--- config.mk ---
export PLATFORM = sky130hd
export DESIGN_NAME = combo_lock_ctrl_flat
export DESIGN_NICKNAME = d
export VERILOG_FILES = /design/src/rtl/combo_lock_ctrl_pkg.sv /design/src/rtl/combo_lock_ctrl_if.sv /design/src/rtl/combo_lockout_timer.sv /design/src/rtl/combo_lock_ctrl.sv /design/src/flat_wrapper.sv
export SDC_FILE = /design/constraint.sdc
export NUM_CORES = 1
export LEC_CHECK = 0
export BUFFER_PORTS_ARGS = -buffer_cell sky130_fd_sc_hd__buf_2
export CELL_PAD_IN_SITES_DETAIL_PLACEMENT = 1
export CELL_PAD_IN_SITES_GLOBAL_PLACEMENT = 2
export CORE_MARGIN = 4
export CORE_UTILIZATION = 33
export CTS_CLUSTER_DIAMETER = 50
export CTS_CLUSTER_SIZE = 14
export DETAILED_ROUTE_END_ITERATION = 10
export GPL_ROUTABILITY_DRIVEN = 0
export PLACE_DENSITY = 0.79
export SYNTH_ARGS = -nofsm -noshare
export SYNTH_HDL_FRONTEND = slang
export SYNTH_SLANG_ARGS = --single-unit
--- constraint.sdc ---
create_clock -name CLK -period 2.5 [get_ports CLK]
set_clock_uncertainty 0.1 [all_clocks]
set_input_delay 0.5 -clock CLK [delete_from_list [all_inputs] [get_ports CLK]]
set_output_delay 0.5 -clock CLK [all_outputs]
set_load 0.1 [all_outputs]
--- src/rtl/combo_lock_ctrl_pkg.sv ---
// Shared types and constants for the combination-lock attempt sequencer.
package combo_pkg;

  localparam int unsigned DIGIT_W = 4;
  localparam int unsigned FAIL_W  = 3;

  typedef enum logic [2:0] {
    StClear,
    StEntry,
    StWaitResult,
    StOpen,
    StLockout
  } state_e;

  // Lock-core status as {fail, open}; fail takes precedence when both are raised.
  typedef enum logic [1:0] {
    StatusNone = 2'b00,
    StatusOpen = 2'b01,
    StatusFail = 2'b10
  } status_e;

  function automatic status_e decode_status(input logic open, input logic fail);
    if (fail) return StatusFail;
    if (open) return StatusOpen;
    return StatusNone;
  endfunction

endpackage

--- src/rtl/combo_lock_ctrl_if.sv ---
// User digit handshake, lock-core link and status outputs of the attempt sequencer.
interface combo_lock_ctrl_if;
  import combo_pkg::*;

  logic [DIGIT_W-1:0] digit;
  logic               digit_valid;
  logic               digit_ready;
  logic               relock;
  logic [DIGIT_W-1:0] lock_code;
  logic               lock_code_valid;
  logic               lock_rst;
  logic               lock_open;
  logic               lock_fail;
  logic               unlocked;
  logic               locked_out;
  logic [FAIL_W-1:0]  fail_count;

  modport master (
    input  digit, digit_valid, relock, lock_open, lock_fail,
    output digit_ready, lock_code, lock_code_valid, lock_rst, unlocked, locked_out, fail_count
  );

  modport slave (
    output digit, digit_valid, relock, lock_open, lock_fail,
    input  digit_ready, lock_code, lock_code_valid, lock_rst, unlocked, locked_out, fail_count
  );

endinterface

--- src/rtl/combo_lockout_timer.sv ---
// Loadable down-counter; done fires on the tick that consumes the final count.
module combo_lockout_timer #(
  parameter int unsigned TIMER_W = 8
) (
  input  logic               clk_i,
  input  logic               rst_i,
  input  logic               load_i,
  input  logic               tick_i,
  input  logic               clear_i,
  input  logic [TIMER_W-1:0] load_val_i,
  output logic               done_o
);

  logic [TIMER_W-1:0] count_q, count_d;

  always_comb begin
    count_d = count_q;
    if (clear_i) begin
      count_d = '0;
    end else if (load_i) begin
      count_d = load_val_i;
    end else if (tick_i && (count_q != '0)) begin
      count_d = count_q - TIMER_W'(1);
    end
  end

  assign done_o = tick_i && (count_q == TIMER_W'(1));

  always_ff @(posedge clk_i) begin
    if (rst_i) begin
      count_q <= '0;
    end else begin
      count_q <= count_d;
    end
  end

endmodule

--- src/rtl/combo_lock_ctrl.sv ---
// Attempt sequencer: replays user digits into the lock core, judges the result,
// counts consecutive failures and enforces a timed lockout.
module combo_lock_ctrl
  import combo_pkg::*;
#(
  parameter int unsigned CODE_LEN       = 4,
  parameter int unsigned MAX_FAILS      = 3,
  parameter int unsigned LOCKOUT_CYCLES = 16,
  parameter int unsigned RESP_TIMEOUT   = 4,
  parameter int unsigned TIMER_W        = 8
) (
  input logic               CLK,
  input logic               RST,
  input logic               masterRST,
  combo_lock_ctrl_if.master bus
);

  localparam logic [3:0]        LastDigit = 4'(CODE_LEN - 1);
  localparam logic [3:0]        RespLimit = 4'(RESP_TIMEOUT);
  localparam logic [FAIL_W-1:0] FailMax   = FAIL_W'(MAX_FAILS);

  state_e             state_q, state_d;
  logic [3:0]         dig_cnt_q, dig_cnt_d;
  logic [3:0]         wait_cnt_q, wait_cnt_d;
  logic [FAIL_W-1:0]  fail_count_q, fail_count_d, fail_sat;
  logic [DIGIT_W-1:0] lock_code_q, lock_code_d;
  logic               code_valid_q, code_valid_d;
  logic               lock_rst_q, lock_rst_d;
  logic               digit_ready_q, digit_ready_d;
  logic               unlocked_q, unlocked_d;
  logic               locked_out_q, locked_out_d;
  logic               accept, timer_load, timer_done;
  status_e            status;

  assign accept   = (state_q == StEntry) && digit_ready_q && bus.digit_valid;
  assign status   = decode_status(bus.lock_open, bus.lock_fail);
  assign fail_sat = (fail_count_q == FailMax) ? fail_count_q : fail_count_q + FAIL_W'(1);

  always_comb begin
    state_d      = state_q;
    dig_cnt_d    = dig_cnt_q;
    wait_cnt_d   = '0;
    fail_count_d = fail_count_q;
    lock_code_d  = lock_code_q;
    code_valid_d = 1'b0;
    timer_load   = 1'b0;

    unique case (state_q)
      StClear: begin
        dig_cnt_d = '0;
        // Stay until the lock_rst pulse has actually been presented (covers the reset entry).
        if (lock_rst_q) state_d = StEntry;
      end
      StEntry: begin
        if (accept) begin
          lock_code_d  = bus.digit;
          code_valid_d = 1'b1;
          dig_cnt_d    = dig_cnt_q + 4'd1;
          if (dig_cnt_q == LastDigit) state_d = StWaitResult;
        end
      end
      StWaitResult: begin
        wait_cnt_d = wait_cnt_q + 4'd1;
        if (status == StatusOpen) begin
          state_d      = StOpen;
          fail_count_d = '0;
        end else if ((status == StatusFail) || (wait_cnt_q == RespLimit)) begin
          fail_count_d = fail_sat;
          if (fail_sat == FailMax) begin
            state_d    = StLockout;
            timer_load = 1'b1;
          end else begin
            state_d = StClear;
          end
        end
      end
      StOpen: begin
        if (bus.relock) state_d = StClear;
      end
      StLockout: begin
        if (timer_done) begin
          state_d      = StClear;
          fail_count_d = '0;
        end
      end
      default: state_d = StClear;
    endcase

    if (masterRST) begin
      state_d      = StClear;
      fail_count_d = '0;
      dig_cnt_d    = '0;
      wait_cnt_d   = '0;
      lock_code_d  = lock_code_q;
      code_valid_d = 1'b0;
      timer_load   = 1'b0;
    end

    lock_rst_d    = (state_d == StClear);
    digit_ready_d = (state_d == StEntry);
    unlocked_d    = (state_d == StOpen);
    locked_out_d  = (state_d == StLockout);
  end

  combo_lockout_timer #(
    .TIMER_W(TIMER_W)
  ) u_timer (
    .clk_i     (CLK),
    .rst_i     (RST),
    .load_i    (timer_load),
    .tick_i    (state_q == StLockout),
    .clear_i   (masterRST),
    .load_val_i(TIMER_W'(LOCKOUT_CYCLES)),
    .done_o    (timer_done)
  );

  always_ff @(posedge CLK) begin
    if (RST) begin
      state_q       <= StClear;
      dig_cnt_q     <= '0;
      wait_cnt_q    <= '0;
      fail_count_q  <= '0;
      lock_code_q   <= '0;
      code_valid_q  <= 1'b0;
      lock_rst_q    <= 1'b0;
      digit_ready_q <= 1'b0;
      unlocked_q    <= 1'b0;
      locked_out_q  <= 1'b0;
    end else begin
      state_q       <= state_d;
      dig_cnt_q     <= dig_cnt_d;
      wait_cnt_q    <= wait_cnt_d;
      fail_count_q  <= fail_count_d;
      lock_code_q   <= lock_code_d;
      code_valid_q  <= code_valid_d;
      lock_rst_q    <= lock_rst_d;
      digit_ready_q <= digit_ready_d;
      unlocked_q    <= unlocked_d;
      locked_out_q  <= locked_out_d;
    end
  end

  assign bus.digit_ready     = digit_ready_q;
  assign bus.lock_code       = lock_code_q;
  assign bus.lock_code_valid = code_valid_q;
  assign bus.lock_rst        = lock_rst_q;
  assign bus.unlocked        = unlocked_q;
  assign bus.locked_out      = locked_out_q;
  assign bus.fail_count      = fail_count_q;

endmodule

--- src/flat_wrapper.sv ---
// flat-port wrapper written by rule: the top's interface ports become plain ports
module combo_lock_ctrl_flat import combo_pkg::*;
#(
  parameter int unsigned CODE_LEN       = 4,
  parameter int unsigned MAX_FAILS      = 3,
  parameter int unsigned LOCKOUT_CYCLES = 16,
  parameter int unsigned RESP_TIMEOUT   = 4,
  parameter int unsigned TIMER_W        = 8
)
  (CLK, RST, masterRST, bus_digit, bus_digit_valid, bus_relock, bus_lock_open, bus_lock_fail, bus_digit_ready, bus_lock_code, bus_lock_code_valid, bus_lock_rst, bus_unlocked, bus_locked_out, bus_fail_count);
  combo_lock_ctrl_if bus_i ();
  input logic CLK;
  input logic RST;
  input logic masterRST;
  input wire logic [$bits(bus_i.digit)-1:0] bus_digit;
  input wire logic [$bits(bus_i.digit_valid)-1:0] bus_digit_valid;
  input wire logic [$bits(bus_i.relock)-1:0] bus_relock;
  input wire logic [$bits(bus_i.lock_open)-1:0] bus_lock_open;
  input wire logic [$bits(bus_i.lock_fail)-1:0] bus_lock_fail;
  output wire logic [$bits(bus_i.digit_ready)-1:0] bus_digit_ready;
  output wire logic [$bits(bus_i.lock_code)-1:0] bus_lock_code;
  output wire logic [$bits(bus_i.lock_code_valid)-1:0] bus_lock_code_valid;
  output wire logic [$bits(bus_i.lock_rst)-1:0] bus_lock_rst;
  output wire logic [$bits(bus_i.unlocked)-1:0] bus_unlocked;
  output wire logic [$bits(bus_i.locked_out)-1:0] bus_locked_out;
  output wire logic [$bits(bus_i.fail_count)-1:0] bus_fail_count;
  assign bus_i.digit = bus_digit;
  assign bus_i.digit_valid = bus_digit_valid;
  assign bus_i.relock = bus_relock;
  assign bus_i.lock_open = bus_lock_open;
  assign bus_i.lock_fail = bus_lock_fail;
  assign bus_digit_ready = bus_i.digit_ready;
  assign bus_lock_code = bus_i.lock_code;
  assign bus_lock_code_valid = bus_i.lock_code_valid;
  assign bus_lock_rst = bus_i.lock_rst;
  assign bus_unlocked = bus_i.unlocked;
  assign bus_locked_out = bus_i.locked_out;
  assign bus_fail_count = bus_i.fail_count;
  combo_lock_ctrl #(.CODE_LEN(CODE_LEN), .MAX_FAILS(MAX_FAILS), .LOCKOUT_CYCLES(LOCKOUT_CYCLES), .RESP_TIMEOUT(RESP_TIMEOUT), .TIMER_W(TIMER_W)) u_core (.CLK(CLK), .RST(RST), .masterRST(masterRST), .bus(bus_i));
endmodule
After elaboration in Yosys (flattened, before gate mapping) --
Index checks and enable logic that the tools add are counted.
Cells by class: add/sub/neg operators 4, eq/ne operators 17, mux-type cells 32, bitwise gates (word level) 3, reductions and logical operators 18
Operators by type and width (count):
- two-way mux 3 bit | 13
- == test 3 x 2 -> 1 bit (second input constant) | 5
- one-hot mux 3 bit (5 select lines) | 1
- two-way mux 5 bit | 2
- two-way mux 1 bit | 9
- OR reduction 3 bit | 3
- adder 4 x 1 -> 4 bit (second input constant) | 2
- == test 8 x 1 -> 1 bit (second input constant) | 1
- two-way mux 2 bit | 4
- one-hot mux 4 bit (2 select lines) | 1
- nonzero test 8 bit | 1
- subtractor 8 x 1 -> 8 bit (second input constant) | 1
- == test 3 x 1 -> 1 bit (second input constant) | 2
- == test 3 bit (second input constant) | 2
- logical NOT 3 bit | 2
- one-hot mux 3 bit (2 select lines) | 1
- AND reduction 3 bit | 2
- nonzero test 2 bit | 3
- == test 4 x 2 -> 1 bit (second input constant) | 1
- == test 4 x 3 -> 1 bit (second input constant) | 1
- logical AND 1 bit | 4
- two-way mux 4 bit | 1
- inequality test 2 x 1 -> 1 bit (second input constant) | 2
- adder 3 x 1 -> 3 bit (second input constant) | 1
- other kinds (7) | 9
Storage, ports and cells: bits in registers 31, input port bits 11, output and inout bits 12, logic and storage cells 86

Depth between registers and ports, before layout --
Gate-level depths: netlist of the first run.
word-level depth 11, mapped depth 7, mapped depth without buffers 7

By module --
From an unflattened synthesis of the first run, not the netlist that was laid out.
Unflattened totals: cells, all modules 184, area total of the unflattened synthesis 1654.1 µm²
Modules (own cells, without submodules):
- combo_lock_ctrl | instances 1, cells an instance 119, area each 1101.1 µm², sequential area each 460.4 µm²
- combo_lockout_timer | instances 1, cells an instance 65, area each 553.0 µm², sequential area each 160.2 µm²

Worst setup path after synthesis of the first run --
OpenSTA, ideal clock, no wires.
path kind register -> register, from reg u_core.digit_ready_q, in the netlist u_core.bus.digit_ready, to reg u_core.lock_rst_q, in the netlist u_core.bus.lock_rst, library setup time 0.117 ns, arrival 1.851 ns, data required time 2.283 ns, path slack 0.432 ns, stages on the path, launching flop included 6, buffers on the path 1, clock period less this slack 2.068 ns, cell sequence dfxtp_1 nand3_1 clkbuf_1 nor4_1 o31ai_1 and4b_1
Between the ends: cells in the longest elaborated chain, start to end 6
Ends and longest elaborated chain:
- start, declared | line combo_lock_ctrl.sv:29 | logic digit_ready_q, digit_ready_d;
- start signal, assigned | line combo_lock_ctrl.sv:137 | digit_ready_q <= digit_ready_d;
- logical AND 1 bit (2 in a row) | line combo_lock_ctrl.sv:35 | assign accept = (state_q == StEntry) && digit_ready_q && bus.digit_valid;
- two-way mux 3 bit | line combo_lock_ctrl.sv:55 | if (accept) begin
- one-hot mux 3 bit (5 select lines) | line combo_lock_ctrl.sv:48 | unique case (state_q)
- two-way mux 3 bit | line combo_lock_ctrl.sv:89 | if (masterRST) begin
- logical NOT 3 bit | line combo_lock_ctrl.sv:99 | lock_rst_d = (state_d == StClear);
- end signal, assigned | line combo_lock_ctrl.sv:136 | lock_rst_q <= lock_rst_d;
- end, declared | line combo_lock_ctrl.sv:28 | logic lock_rst_q, lock_rst_d;
Every way passes these cells. A chain may end at the register's enable or synchronous reset.

Final worst setup path of the first run --
from reg u_core.state_q[2], to reg u_core.u_timer.count_q[4]
Between the ends: cells in the longest elaborated chain, start to end 4, elaborated cells between the ends (all ways) 7, those cells by class 2 x eq/ne; 3 x mux; 2 x reduce/logical
Ends and longest elaborated chain:
- start, declared | line combo_lock_ctrl.sv:22 | state_e state_q, state_d;
- start signal, assigned | line combo_lock_ctrl.sv:119 | state_q <= StClear;
- start signal, assigned | line combo_lock_ctrl.sv:130 | state_q <= state_d;
- == test 3 x 2 -> 1 bit | line combo_lock_ctrl.sv:48
- two-way mux 1 bit | line combo_lock_ctrl.sv:48
- two-way mux 1 bit | line combo_lock_ctrl.sv:89
- two-way mux 5 bit or nonzero test 2 bit (tied branches)
- end signal, assigned | line combo_lockout_timer.sv:33 | count_q <= count_d;
- end, declared | line combo_lockout_timer.sv:14 | logic [TIMER_W-1:0] count_q, count_d;
Several ways; a longest one is shown, not always the timed one.

==> results of run 1 <==
## cells in the mapped netlist (2+ instances only)
cell / count
nand3_1: 8
nand4b_1: 2
nor3_1: 5
ha_1: 7
a21oi_1: 9
inv_1: 7
nand2b_1: 5
dfxtp_1: 31
nor2_1: 22
and3_1: 2
xnor2_1: 3
o21a_1: 2
nor4_1: 2
nor3b_1: 3
xor2_1: 7
clkbuf_1: 3
nand2_1: 12
o31ai_1: 3
or4_1: 2
o21ai_0: 6
## worst max-delay path by stage
stage / slack, ps / from / depth (start not counted) / to
after floorplan: 430 / u_core.bus.digit_ready / 5 / u_core.bus.lock_rst
after global placement: 570 / u_core.state_q[2] / 5 / u_core.u_timer.count_q[4]
after detailed placement: 480 / u_core.state_q[2] / 5 / u_core.u_timer.count_q[4]
after CTS: 470 / u_core.state_q[2] / 5 / u_core.u_timer.count_q[4]
after global routing: 330 / u_core.state_q[2] / 5 / u_core.u_timer.count_q[4]
final: 480 / u_core.state_q[2] / 5 / u_core.u_timer.count_q[4]
## stage by stage
| step | cell area [µm²] | setup slack [ps] | total power, mW |
|---|---|---|---|
| finish | 1740 | 481 | 1.06 |
| global route | 1740 | 333 | 1.11 |
| CTS | 1740 | 473 | 1.08 |
| detailed placement | 1620 | 481 | 0.567 |
| global placement | 1620 | 566 | 0.566 |
| floorplan | 1440 | 432 | 0.547 |
## sequential cells by signal (all words and copies together) (netlist names)
register                    count
u_core.bus.locked_out           1
u_core.bus.lock_code            4
u_core.u_timer.count_q          8
u_core.bus.lock_rst             1
u_core.bus.digit_ready          1
u_core.bus.lock_code_valid      1
u_core.wait_cnt_q               4
u_core.bus.unlocked             1
u_core.dig_cnt_q                4
u_core.state_q                  3
u_core.bus.fail_count           3
## routing by layer
metal / up-vias / share of wire, % / routed length, µm / global-route usage [%]
met5: - / 0 / 0 / 0
li1: 627 / - / - / -
met3: 8 / 3.8 / 124 / 4.86
met4: 0 / 2.5 / 82 / 6.44
met2: 14 / 50 / 1650 / 22.7
met1: 577 / 44 / 1440 / 15.3
## where the power goes
group | leakage [nW] | switching [mW] | internal (mW) | total, mW
clock | 0.0612 | 0.186 | 0.322 | 0.508
combinational | 0.363 | 0.0394 | 0.0157 | 0.0551
sequential | 0.250 | 0.00312 | 0.497 | 0.500
## logic make-up after synthesis
group           after synthesis
compound gates               30
simple gates                 74
flops                        31
buf+inv                      10
fa+ha+maj                     7
xor+xnor                     10
## layout make-up
| cell class | count | area, µm² |
|---|---|---|
| fillers | 493 | 2380 |
| clock buffers | 6 | 82.6 |
| flip-flops and latches | 31 | 621 |
| multi-input cells | 121 | 777 |
| clock inverters | 2 | 35.0 |
| well taps | 50 | 62.6 |
| repair buffers | 25 | 133 |
| inverters | 7 | 26.3 |
## critical path: stages, from the launching register on
cell and delay, ps:
dfxtp_1 430, or3b_4 450, a31oi_4 290, nand2_2 110
or4_1 410, a31oi_1 170
==> results by group, run 1 <==
Worst setup path
  • Worst setup EP type: register
  • Startpoint types: register
  • RR Startpoint: u_core.state_q[2]
  • RR Endpoint: u_core.u_timer.count_q[4]
  • Crit path max fanout: 8
  • Critical path type: reg2reg
  • R2R depth: 5
  • Worst EP required: about 2600 ps
  • R2r setup slk: 480 ps
  • Crit path DAT: 2140 ps

Clock network
  • Post-CTS sizing: 0
  • Clock tree from TritonCTS: yes
  • Worst-Skew Late Latency: 280 ps
  • Root Driver: clkbuf_8
  • CTS hold repair buffers: 0
  • Post-CTS Setup Inserts: 0
  • Longest Clk Path Bufs: 2
  • H-tree Lvls: 2
  • Clock Sinks: 31
  • Clock transition at path regs: 70 ps
  • Num CTS Buffers: 5

Drt
  • Post-route ant nets: 0
  • Residual DRC: 0
  • Vias: 1226
  • Vias/cell: 5.07
  • Final wirelength: between 3000 and 4000 µm
  • Drt first pass iters: 4
  • DR iter-0 viols: 38
  • DR WL/cell: about 14 µm

Timing
  • Slew margin rel.: 67.2%
  • F_max: ~500 MHz
  • Period minus WS final: 2020 ps
  • Final Hold Vio Count: 0
  • Max-slew violation count: 0
  • Worst hold slack: 359 ps
  • Post-route setup TNS: 0 ps
  • Final number of setup-violating endpoints: 0
  • Final period util: between 80 and 90%
  • Slew @ Worst Pin: approximately 500 ps
  • RSZ-0062 raised after global routing: false

Die
  • I/O pins: 23
  • Die area: roughly 5500 µm²
  • Row Count: 23
  • Die H: between 70 and 80 µm
  • Die X: 73.9 µm
  • Core box area: 4120 µm²
  • Initial Utilization: between 30% and 40%

Synth
  • XOR/XNOR Fraction of Synth Area: 6.10%
  • Largest family of logic cells by synthesized area: simple AND/OR/NAND/NOR gates
  • Post-synth top area cell: dfxtp_1
  • Post-Synth Simple-Gate Area: between 20% and 30%
  • EDFF count, synth: 0
  • Post-synthesis mux area share: 0%
  • Number of distinct library cells after synthesis: 41
  • Syn Inst Count: around 160
  • Ys Warns: 0
  • Adder and majority gate portion of the synthesized area: ~6.1%
  • Syn_nets: 180
  • Compound-gate portion of the synthesized area: between 10% and 20%
  • Leading post-synthesis cells by cell area: dfxtp_1 43%, ha_1 6.1%, nor2_1 5.8%, xor2_1 4.3%, a21oi_1 3.1%
  • Synthesized area per cell: just under 9 µm²
  • Sequential share of the synthesized area: a little over two fifths
  • Async SR Flop Fraction: 0%
  • Primary FF master, synth: dfxtp_1
  • Share of the synthesized area in the top cell type: between 40% and 50%
  • Synthesized flop and latch total: 31
  • Synth Cell Area: about 1400 µm²

Finish
  • Synth-to-layout area growth: 21.0%
  • Util after Layout: about 42%
  • # diodes: 0
  • Most frequent cells in the layout: 31 x dfxtp_1, 22 x nor2_1, 22 x buf_2
  • Final cell count without fillers: 242
  • Final net count: approximately 210
  • Commonest non-fill, non-tap cell in the layout: dfxtp_1
  • Share of layout cells above drive strength 1: a little over a fifth

Power
  • Maximum vdd drop: ~0.35 mV
  • Pleak: between 0.6 and 0.7 nW
  • Pwr Density: about 610 nW/µm²

Global route
  • First-pass GRT wire length: 5580 µm
  • Initial antenna violation count: 0
  • GRT Util Overall: 13.5%
  • Vias in the first global route: roughly 1300
  • GRT overflow: 0
  • Largest net degree at the start of global routing: 15

Place
  • IO Port Bufs: 22
  • DP HPWL: 2600 µm
  • DP Cell Count: 234

Min path
  • Worst hold start: bus_digit[1]
  • WHS Endpoint: u_core.bus.lock_code[1]
  • Min-delay worst type: in2reg
  • WHS Path Cells: 3

Run status
  • Outcome: completed

Job
  • Max_cap viols: 0
Power figures use the tool's default switching activity.
==> inputs of run 2 (changes only) <==
- CORE_UTILIZATION: 33 -> 30
- PLACE_DENSITY: 0.79 -> 0.76
- clock period: 2.5 -> 1.8 ns (I/O delays scaled with it)
==> results by group, run 2 (synthesized netlist as in run 1, its figures left out) <==
Run status
  • Outcome: completed

Power
  • Clock share of power: roughly two fifths
  • Pleak: between 0.7 and 0.8 nW
  • Pwr Density: just over 700 nW/µm²
  • Sequential power share: a little over half
  • Comb power frac: under 10%
  • Internal: 1.01 mW
  • Final Power: 1.31 mW
  • Maximum vdd drop: 0.368 mV
  • Switching power summed over all nets: 301 µW
  • Sw Share: 22.9%

Clock network
  • Longest Clk Path Bufs: 2
  • Clock Sinks: 31
  • H-tree Lvls: 2
  • Clock transition at path regs: about 60 ps
  • Clock tree from TritonCTS: yes
  • Worst-Skew Late Latency: approximately 280 ps
  • Root Driver: clkbuf_8
  • Num CTS Buffers: 5
  • CTS hold repair buffers: 0

Worst setup path
  • R2R depth: 5
  • Worst setup EP type: register
  • Critical path type: reg2reg
  • Crit path max fanout: 5
  • Startpoint types: register
  • Crit path DAT: around 1900 ps
  • Worst EP required: 1910 ps

Die
  • Die area: 5950 µm²
  • Initial Utilization: 31.9%
  • Row Count: 24
  • Die H: 77.2 µm
  • Die X: roughly 77 µm
  • Core box area: between 4000 and 5000 µm²
  • I/O pins: 23

Global route
  • GRT Util Overall: a little over an eighth
  • Initial antenna violation count: 0
  • GRT overflow: 0
  • Largest net degree at the start of global routing: 15
  • First-pass GRT wire length: about 6200 µm
  • Vias in the first global route: around 1400

Timing
  • Period minus WS final: about 1700 ps
  • Slew @ Worst Pin: ~500 ps
  • Max-slew violation count: 0
  • Final Hold Vio Count: 0
  • F_max: roughly 570 MHz
  • Final period util: between 90 and 100%
  • Final number of setup-violating endpoints: 0
  • Slew margin rel.: around 67%

Drt
  • Drt first pass iters: 4
  • Post-route ant nets: 0
  • DR WL/cell: roughly 14 µm
  • DR iter-0 viols: 37
  • Final wirelength: around 3600 µm
  • Vias/cell: 5.09
  • Vias: around 1300
  • Residual DRC: 0

Place
  • IO Port Bufs: 22
  • DP HPWL: slightly below 3000 µm
  • Post-DP Area: between 1500 and 2000 µm²

Min path
  • WHS Path Cells: 3
  • Min-delay worst type: in2reg

Finish
  • Largest Register: u_core.u_timer.count_q
  • # diodes: 0
  • Reg area: between 600 and 700 µm²
  • Share of layout cells above drive strength 1: 33.7%
  • Filler instances: approximately 550
  • Max reg flops: 8
  • Most frequent cells in the layout: 23 x dfxtp_1, 22 x buf_2, 21 x nor2_1
  • Footprint of the multi-input gates: 820 µm²
  • Post-route cell area: ~1800 µm²
  • Final net count: between 200 and 250
  • Synth-to-layout area growth: 28.9%
  • Commonest non-fill, non-tap cell in the layout: dfxtp_1

Job
  • Max_cap viols: 0
[run 2: area by class of cell]
cell class	count	area share, %
multi-input cells	121	44.3
clock inverters	1	0.271
flip-flops and latches	31	34.4
repair buffers	36	11.6
clock buffers	6	4.47
well taps	52	3.52
inverters	7	1.42
[run 2: worst max-delay path: stages, from the launching register on]
cell	delay, ps
dfxtp_4	370
or3b_4	420
a31oi_4	170
nand2_2	70
or4_1	390
a31oi_1	140
[run 2: metal layers]
| layer | track usage (%) | share of wire, % | up-vias |
|---|---|---|---|
| met2 | 24.5 | 54 | 16 |
| li1 | - | - | 644 |
| met3 | 3.16 | 3.0 | 7 |
| met4 | 5.87 | 2.0 | 0 |
| met1 | 13.5 | 41 | 627 |
| met5 | 0 | 0 | - |
[run 2: path summary, 6_finish.rpt]
path                                            from                         to  slack (ps)
worst max register to register     u_core.state_q[2]  u_core.u_timer.count_q[4]          60
worst min-delay path                    bus_digit[1]    u_core.bus.lock_code[1]         230
worst min register to register  u_core.wait_cnt_q[0]       u_core.wait_cnt_q[0]         330
worst max-delay path               u_core.state_q[2]  u_core.u_timer.count_q[4]          60
[run 2: power by group through the flow]
stage	Combinational [mW]	Sequential, mW	Clock [mW]
2_1_floorplan	0.0274	0.734	0
3_3_place_gp	0.0806	0.710	0
3_5_place_dp	0.0817	0.710	0
4_1_cts	0.0833	0.695	0.565
5_1_grt	0.0911	0.692	0.593
6_report	0.0844	0.692	0.538
[run 2: timing repair]
action,4_1_cts,5_1_grt
gates resized for setup,4,14
hold endpoints to repair,0,0
buffers inserted,0,2
pin swaps,0,4
cloned,0,0
setup endpoints to repair,4,10
[run 2: per-stage QoR]
stage	hold slack [ps]	worst slack, ps	std cells	TNS, ps	util, %
after detailed placement	361	-51.9	245	-81.4	37.6
after floorplan	329	-29.6	162	-29.6	-
after CTS	217	10.2	252	0	39.8
after global routing	235	-14.3	254	-14.3	41.1
after global placement	343	28.0	245	0	37.6
final	226	57.6	254	0	41.1
==> inputs of run 3 (changes only) <==
- BUFFER_PORTS_ARGS: -buffer_cell sky130_fd_sc_hd__buf_2 -> -buffer_cell sky130_fd_sc_hd__buf_4
==> results by group, run 3 (synthesized netlist as in run 1, its figures left out) <==
Run status
  • Outcome: finished, violations left
  • Failing checks: setup timing

Timing
  • Worst hold slack: roughly 230 ps
  • Final Hold Vio Count: 0
  • Period minus WS final: about 1800 ps
  • Max-slew violation count: 0
  • Post-route setup TNS: -49.1 ps
  • RSZ-0062 raised after global routing: true
  • Final period util: 102%
  • F_max: approximately 540 MHz
  • Final worst setup slack: -36.3 ps
  • Slew margin rel.: 73.1%
  • Slew @ Worst Pin: 400 ps
  • Final number of setup-violating endpoints: 2

Clock network
  • H-tree Lvls: 2
  • Clock tree from TritonCTS: yes
  • Clock transition at path regs: 60 ps
  • Clock Sinks: 31
  • Longest Clk Path Bufs: 2
  • Num CTS Buffers: 5
  • Root Driver: clkbuf_8
  • Worst-Skew Late Latency: between 200 and 300 ps

Die
  • Die area: just under 6000 µm²
  • Die H: between 70 and 80 µm
  • Row Count: 24
  • Initial Utilization: a little under a third
  • I/O pins: 23
  • Core box area: ~4500 µm²
  • Die X: 77.2 µm

Global route
  • Vias in the first global route: around 1500
  • First-pass GRT wire length: roughly 6700 µm
  • GRT overflow: 0
  • Initial antenna violation count: 0
  • GRT Util Overall: roughly 14%
  • Largest net degree at the start of global routing: 15

Power
  • Pwr Density: about 670 nW/µm²
  • Maximum vdd drop: 0.290 mV
  • Pleak: roughly 0.78 nW

Worst setup path
  • RR Startpoint: u_core.state_q[2]
  • RR Endpoint: u_core.u_timer.count_q[4]
  • R2R depth: 6
  • Critical path type: reg2reg
  • Crit path DAT: about 2000 ps
  • Worst setup EP type: register
  • Startpoint types: register
  • Worst EP required: approximately 1900 ps
  • R2r setup slk: -40 ps
  • Crit path max fanout: 4

Place
  • DP HPWL: ~3000 µm
  • Post-DP Area: 1790 µm²
  • DP Cell Count: 250
  • IO Port Bufs: 22

Finish
  • Filler instances: roughly 530
  • # diodes: 0
  • Synth-to-layout area growth: 39.3%
  • Max reg flops: 8
  • Share of layout cells above drive strength 1: 36.4%
  • Largest Register: u_core.u_timer.count_q
  • Final net count: between 200 and 250
  • Final cell count without fillers: ~260
  • Most frequent cells in the layout: 41 x buf_4, 25 x dfxtp_1, 21 x nor2_1
  • Post-route cell area: 2000 µm²
  • Commonest non-fill, non-tap cell in the layout: buf_4

Drt
  • Post-route ant nets: 0
  • Drt first pass iters: 4
  • DR iter-0 viols: 54
  • DR WL/cell: approximately 15 µm
  • Final wirelength: just under 4000 µm
  • Vias: between 1000 and 1500
  • Vias/cell: 5.00
  • Residual DRC: 0

Min path
  • Min-delay worst type: in2reg
  • WHS Endpoint: u_core.bus.lock_code_valid
  • Worst hold start: masterRST
  • WHS Path Cells: 2

Job
  • Max_cap viols: 0
==> run 3: area by class of cell <==
type | instances | area [µm²] | share of cell area [%]
inverters | 7 | 26.3 | 1.31
repair buffers | 43 | 330 | 16.5
clock inverters | 1 | 5.00 | 0.250
clock buffers | 6 | 82.6 | 4.13
multi-input cells | 121 | 862 | 43.1
well taps | 52 | 65.1 | 3.25
flip-flops and latches | 31 | 628 | 31.4
==> run 3: layer usage <==
layer / track usage, % / up-vias / wire, µm / share of wire (%)
met5: 0 / - / 0 / 0
met4: 4.27 / 0 / 38 / 0.97
met3: 4.10 / 5 / 111 / 2.8
met2: 26.7 / 12 / 2160 / 55
met1: 14.5 / 631 / 1600 / 41
li1: - / 657 / - / -
==> run 3: report_power, final <==
| group | total [mW] | switching, mW | internal [mW] | leakage (nW) |
|---|---|---|---|---|
| logic | 0.0976 | 0.0626 | 0.0351 | 0.479 |
| registers | 0.695 | 0.00403 | 0.691 | 0.253 |
| clock network | 0.550 | 0.250 | 0.299 | 0.0470 |
==> run 3: how the worst max path moves through the flow <==
stage	cells after the start	from	endpoint	slack, ps
detailed placement	7	u_core.state_q[1]	u_core.bus.lock_rst	-120
CTS	6	u_core.state_q[0]	u_core.bus.lock_rst	-4
global route	6	u_core.state_q[2]	u_core.u_timer.count_q[4]	-110
global placement	7	u_core.state_q[1]	u_core.bus.lock_rst	-70
floorplan	4	u_core.bus.lock_rst	u_core.bus.lock_rst	-30
finish	6	u_core.state_q[2]	u_core.u_timer.count_q[4]	-40
==> run 3: worst max-delay path, cell delays in order, from the launching register on <==
cell and delay, ps:
dfxtp_2 330, buf_6 100, or3b_4 410, a31oi_4 170
nand2_2 80, or4_4 420, a31oi_2 160
==> run 3: per-stage QoR <==
stage	total power [mW]	utilization [%]	setup slack, ps
final	1.34	44.4	-36.3
after CTS	1.37	42.2	-3.91
after global routing	1.41	44.4	-112
after global placement	0.800	39.7	-66.3
after floorplan	0.761	-	-29.6
after detailed placement	0.803	39.7	-125
==> run 3: timing repair <==
action	CTS	global route
hold buffers	0	0
pin swaps	0	4
endpoints found under the setup margin	6	16
buffers inserted	0	4
gates resized for setup	7	15
